<file path="src/rtl/mips_pipe_stage_chain.sv">
// Parametrised chain of MIPS inter-stage registers with per-stage valid, stall, bubble and flush.
// Optional macro PIPE_PERF_COUNTERS_EN adds saturating stall/flush/retire counters.
module mips_pipe_stage_chain #(
   parameter int NBits     = 32,
   parameter int STAGES    = 4,
   parameter int CNT_WIDTH = 16
) (
   input  logic                      clk,
   input  logic                      reset,
   input  logic [NBits-1:0]          in_data,
   input  logic                      in_valid,
   output logic                      in_ready,
   input  logic [STAGES-1:0]         stall_req,
   input  logic [STAGES-1:0]         flush_req,
   output logic [STAGES*NBits-1:0]   stage_data,
   output logic [STAGES-1:0]         stage_valid,
   output logic [NBits-1:0]          out_data,
   output logic                      out_valid
`ifdef PIPE_PERF_COUNTERS_EN
   ,
   output logic [CNT_WIDTH-1:0]      stall_cycles,
   output logic [CNT_WIDTH-1:0]      flush_events,
   output logic [CNT_WIDTH-1:0]      retired
`endif
);

   logic [NBits-1:0]  data_q  [STAGES];
   logic [NBits-1:0]  data_d  [STAGES];
   logic [STAGES-1:0] valid_q;
   logic [STAGES-1:0] valid_d;
   logic [STAGES-1:0] hold;
   logic [STAGES-1:0] kill;

   // A stall or flush at stage i reaches every stage upstream of it.
   always_comb begin
      logic hold_acc;
      logic kill_acc;
      hold     = '0;
      kill     = '0;
      hold_acc = 1'b0;
      kill_acc = 1'b0;
      for (int i = STAGES - 1; i >= 0; i--) begin
         hold_acc = hold_acc | stall_req[i];
         kill_acc = kill_acc | flush_req[i];
         hold[i]  = hold_acc;
         kill[i]  = kill_acc;
      end
   end

   assign in_ready = reset | ~hold[0];

   always_comb begin
      int prev;
      for (int i = 0; i < STAGES; i++) begin
         prev       = (i == 0) ? 0 : i - 1;
         data_d[i]  = data_q[i];
         valid_d[i] = valid_q[i];
         if (kill[i]) begin
            data_d[i]  = '0;
            valid_d[i] = 1'b0;
         end else if (hold[i]) begin
            data_d[i]  = data_q[i];
            valid_d[i] = valid_q[i];
         end else if (i == 0) begin
            data_d[i]  = in_valid ? in_data : '0;
            valid_d[i] = in_valid;
         end else if (hold[prev]) begin
            data_d[i]  = '0;
            valid_d[i] = 1'b0;
         end else begin
            data_d[i]  = data_q[prev];
            valid_d[i] = valid_q[prev];
         end
      end
   end

   always_ff @(posedge clk) begin
      if (reset) begin
         for (int i = 0; i < STAGES; i++) begin
            data_q[i] <= '0;
         end
         valid_q <= '0;
      end else begin
         for (int i = 0; i < STAGES; i++) begin
            data_q[i] <= data_d[i];
         end
         valid_q <= valid_d;
      end
   end

   for (genvar g = 0; g < STAGES; g++) begin : g_flat
      assign stage_data[g*NBits +: NBits] = data_q[g];
   end

   assign stage_valid = valid_q;
   assign out_data    = data_q[STAGES-1];
   assign out_valid   = valid_q[STAGES-1];

`ifdef PIPE_PERF_COUNTERS_EN
   logic [CNT_WIDTH-1:0] stall_cycles_q;
   logic [CNT_WIDTH-1:0] flush_events_q;
   logic [CNT_WIDTH-1:0] retired_q;

   // All three counters saturate at all-ones instead of wrapping.
   always_ff @(posedge clk) begin
      if (reset) begin
         stall_cycles_q <= '0;
         flush_events_q <= '0;
         retired_q      <= '0;
      end else begin
         if (hold[0] && (stall_cycles_q != '1)) begin
            stall_cycles_q <= stall_cycles_q + 1'b1;
         end
         if ((|flush_req) && (flush_events_q != '1)) begin
            flush_events_q <= flush_events_q + 1'b1;
         end
         if (valid_q[STAGES-1] && !hold[STAGES-1] && (retired_q != '1)) begin
            retired_q <= retired_q + 1'b1;
         end
      end
   end

   assign stall_cycles = stall_cycles_q;
   assign flush_events = flush_events_q;
   assign retired      = retired_q;
`endif

endmodule

</file>
<file path="config.mk">
export PLATFORM = sky130hd
export DESIGN_NAME = mips_pipe_stage_chain
export DESIGN_NICKNAME = d
export VERILOG_FILES = /design/src/rtl/mips_pipe_stage_chain.sv
export SDC_FILE = /design/constraint.sdc
export NUM_CORES = 1
export LEC_CHECK = 0
export CAP_MARGIN = 30
export CORE_MARGIN = 1
export CORE_UTILIZATION = 35
export CTS_CLUSTER_DIAMETER = 60
export CTS_CLUSTER_SIZE = 16
export DETAILED_ROUTE_END_ITERATION = 16
export GPL_ROUTABILITY_DRIVEN = 1
export GPL_TIMING_DRIVEN = 0
export HOLD_SLACK_MARGIN = 0.05
export PLACE_DENSITY = 0.66
export SKIP_LAST_GASP = 1
export SLEW_MARGIN = 20
export SYNTH_ARGS = -nofsm -noshare
export SYNTH_HDL_FRONTEND = slang
export SYNTH_SLANG_ARGS = --single-unit
</file>
<file path="constraint.sdc">
create_clock -name clk -period 1.9 [get_ports clk]
set_input_delay 0.19 -clock clk [delete_from_list [all_inputs] [get_ports clk]]
set_output_delay 0.19 -clock clk [all_outputs]
set_load 0.02 [all_outputs]
</file>
==> flow_metrics.py <==
metrics = {
    "status": {
        "status": "finished clean",
    },
    "pwr": {
        "p_leak_uw": 0.00262,
        "peakVddDrop_v": 0.000523,
        "total_power_uw": 6960,
        "power.density_nw_per_um2": 843,
    },
    "min_path": {
        "min_from": "in_valid",
        "hold_depth": 3,
        "min_path_type": "in2reg",
        "holdPathEnd": "data_q[0][14]",
    },
    "timing": {
        "finalCriticalPeriod_ns": 1.74,
        "hold_viol_final": 0,
        "slew_viol_final": 0,
        "tns_ns": 0,
        "worstMarginPinSlew_ns": 0.501,
        "max_freq_ghz": 0.575,
        "setup_violations": 0,
        "rsz0062_at_grt": "no",
        "post-route-period-util_pct": 91.5,
        "fin_skew_ns": 0.00792,
        "slew_headroom_pct": 66.6,
    },
    "final_layout": {
        "drive_gt1_share_pct": 13.1,
        "final_nets": 863,
        "seqCellArea_um2": 2640,
        "multi_input_area_um2": 2100,
        "fillers": 1337,
        "areaGrowthSynthToFinish_pct": 58.3,
    },
    "detailed_routing": {
        "routed_via_density": 4.77,
        "drtAntennaViolNets": 0,
        "drtIter0Drc": 256,
        "vias": 4860,
        "wirelength_mm": 15.8,
        "drc_errors": 0,
        "drt-wirelength-per-cell_um": 15.5,
        "drtPass1Iterations": 5,
    },
    "die": {
        "rows": 44,
        "initial_core_util_pct": 35.9,
        "die_h_um": 124,
        "coreArea_um2": 14500,
        "die_width_um": 124,
        "dieArea_um2": 15400,
        "boundaryPins": 209,
    },
    "global_route": {
        "grt_overflow": 0,
        "antenna_found_initial": 1,
        "grt_pass1_vias": 4457,
        "grt_pass1_wl_mm": 23.4,
        "grt_max_degree": 17,
        "grtUsageTotal_pct": 20.0,
    },
    "placement": {
        "port_buffers": 207,
        "hpwl_mm": 12.2,
        "place_congestion": 0.813,
    },
    "synthesis": {
        "yosys.area.top_type": "dfxtp_1",
        "ys_ff_latch": 132,
        "yosys_warnings": 0,
        "synth_top_area_share_pct": 50.7,
        "avgSynthCellArea_um2": 8.78,
        "netlist_top_cells_area": "dfxtp_1 (51%), nand3b_1 (9.5%), nand2_1 (7.2%), a21oi_1 (6.6%), a21oi_2 (5.0%)",
        "synth_area_um2": 5220,
        "post_synth_num_cell_types": 20,
        "synthesis.nets": 637,
        "synth.yosys.seq_area_share_pct": 50.7,
        "syn_inst": 594,
    },
    "clock_network": {
        "cts_sinks": 132,
        "cts_root_buffer": "clkbuf_16",
        "path_clk_slew_ns": 0.06,
        "clk_latency_ns": 0.41,
        "htreeDepth": 4,
        "cts_buffer_depth": 2,
        "cts_tree": "done",
        "cts_buffers": 17,
    },
    "critical_path": {
        "cp.required_ns": 2.23,
        "path_max_fanout": 10,
        "r2r_end": "data_q[2][3]",
        "startpoint_type": "primary input",
        "end_kind": "flip-flop",
        "crit_arrival_ns": 2.07,
        "reg2reg_from": "data_q[1][3]",
        "rr_worst_depth": 2,
        "rrSetupSlack_ns": 1.14,
        "path_class": "in2reg",
    },
    "job": {
        "drv_cap": 0,
    },
}
-- state kept, by name, indices dropped and copies added, names as in the netlist --
signal	cells
data_q	128
stage_valid	4
-- power breakdown --
part	internal, uW	switching, uW	total [uW]	leakage (uW)
clock network	2700	1200	3900	0.000346
registers	2770	0.410	2770	0.00106
logic	126	160	286	0.00121
-- final cells by class --
| type | count | share of cell area, % |
|---|---|---|
| multi-input cells | 374 | 25.5 |
| diodes | 1 | 0.0303 |
| flip-flops and latches | 132 | 32.0 |
| well taps | 184 | 2.79 |
| clock buffers | 20 | 5.65 |
| plain buffers | 87 | 5.88 |
| clock inverters | 12 | 3.02 |
| repair buffers | 208 | 25.2 |
-- cells in the mapped netlist --
cell / n
buf_4: 33
dfxtp_1: 132
nand3_1: 32
nor3_1: 1
buf_6: 4
a22oi_1: 33
buf_2: 4
nand3b_1: 66
buf_1: 6
clkbuf_1: 41
or2_1: 1
or2_2: 2
nor2_1: 34
nand2_1: 100
or4_1: 2
or3_1: 2
a21oi_2: 30
nand2b_1: 1
a21oi_1: 69
nor4_2: 1
-- cell usage in the layout, fill, tap and decap left out, drive strengths merged --
cell type / Yosys / routed
or3: 2 / 2
nand2b: 1 / 1
a21oi: 99 / 99
nand2: 100 / 100
clkdlybuf4s15: 0 / 1
nor2: 34 / 34
clkbuf: 41 / 60
diode: 0 / 1
nand3b: 66 / 66
nor4: 1 / 1
or2: 3 / 3
a22oi: 33 / 33
dfxtp: 132 / 132
dlymetal6s2s: 0 / 1
bufinv: 0 / 7
clkinvlp: 0 / 1
clkinv: 0 / 4
nor3: 1 / 1
buf: 47 / 48
nand3: 32 / 32
or4: 2 / 2
dlygate4sd2: 0 / 2
clkdlybuf4s50: 0 / 203
-- worst max-delay path, cell delays in order --
cell,delay (ns)
clkdlybuf4s50_1,0.44
buf_2,0.22
nor2_1,0.18
buf_2,0.27
buf_1,0.43
nand3b_1,0.17
a21oi_1,0.17
-- through the flow --
step	setup WS, ns	hold WS, ns	util (%)	instances	cell area [um2]
floorplan	0.432	0.353	-	594	5220
detailed placement	-0.571	0.459	51.7	985	7520
CTS	0.0146	0.105	56.7	1017	8240
global placement	-0.574	0.461	51.7	985	7520
finish	0.161	0.125	56.8	1018	8260
global route	0.00351	0.140	56.8	1018	8260
-- metal layers --
layer  up-vias  share of wire (%)  routed length (um)  GRT usage (%)
met5         -                  0                   0              0
met4         0                1.6                 248           7.59
met3        14                4.1                 640           4.35
met2       127                 49                7750           33.0
met1      2266                 45                7120           25.3
li1       2453                  -                   -              -
-- how the worst max path moves through the flow --
stage / startpoint / end / slack, ns / cells after the start
detailed placement: stall_req[1] / in_ready / -0.57 / 5
CTS: stall_req[2] / in_ready / 0.01 / 4
global placement: stall_req[1] / in_ready / -0.57 / 5
finish: stall_req[3] / data_q[2][29] / 0.16 / 7
global route: stall_req[3] / data_q[2][30] / 0.004 / 7
floorplan: flush_req[3] / data_q[0][0] / 0.43 / 6
-- kinds of logic after synthesis --
logic type,synth area share [%]
AO/OA/AOI/OAI,16.4
buffers and inverters,9.38
flip-flops,50.7
AND/OR/NAND/NOR,23.6
-- timing repair --
| item | in CTS | in global routing |
|---|---|---|
| gates cloned | 0 | 0 |
| pin swaps | 1 | 0 |
| endpoints found under the setup margin | 1 | 42 |
| hold buffers | 0 | 0 |
| gates resized for setup | 5 | 3 |
| buffers inserted | 1 | 0 |
Note: power is estimated with default switching activity, not from simulation.
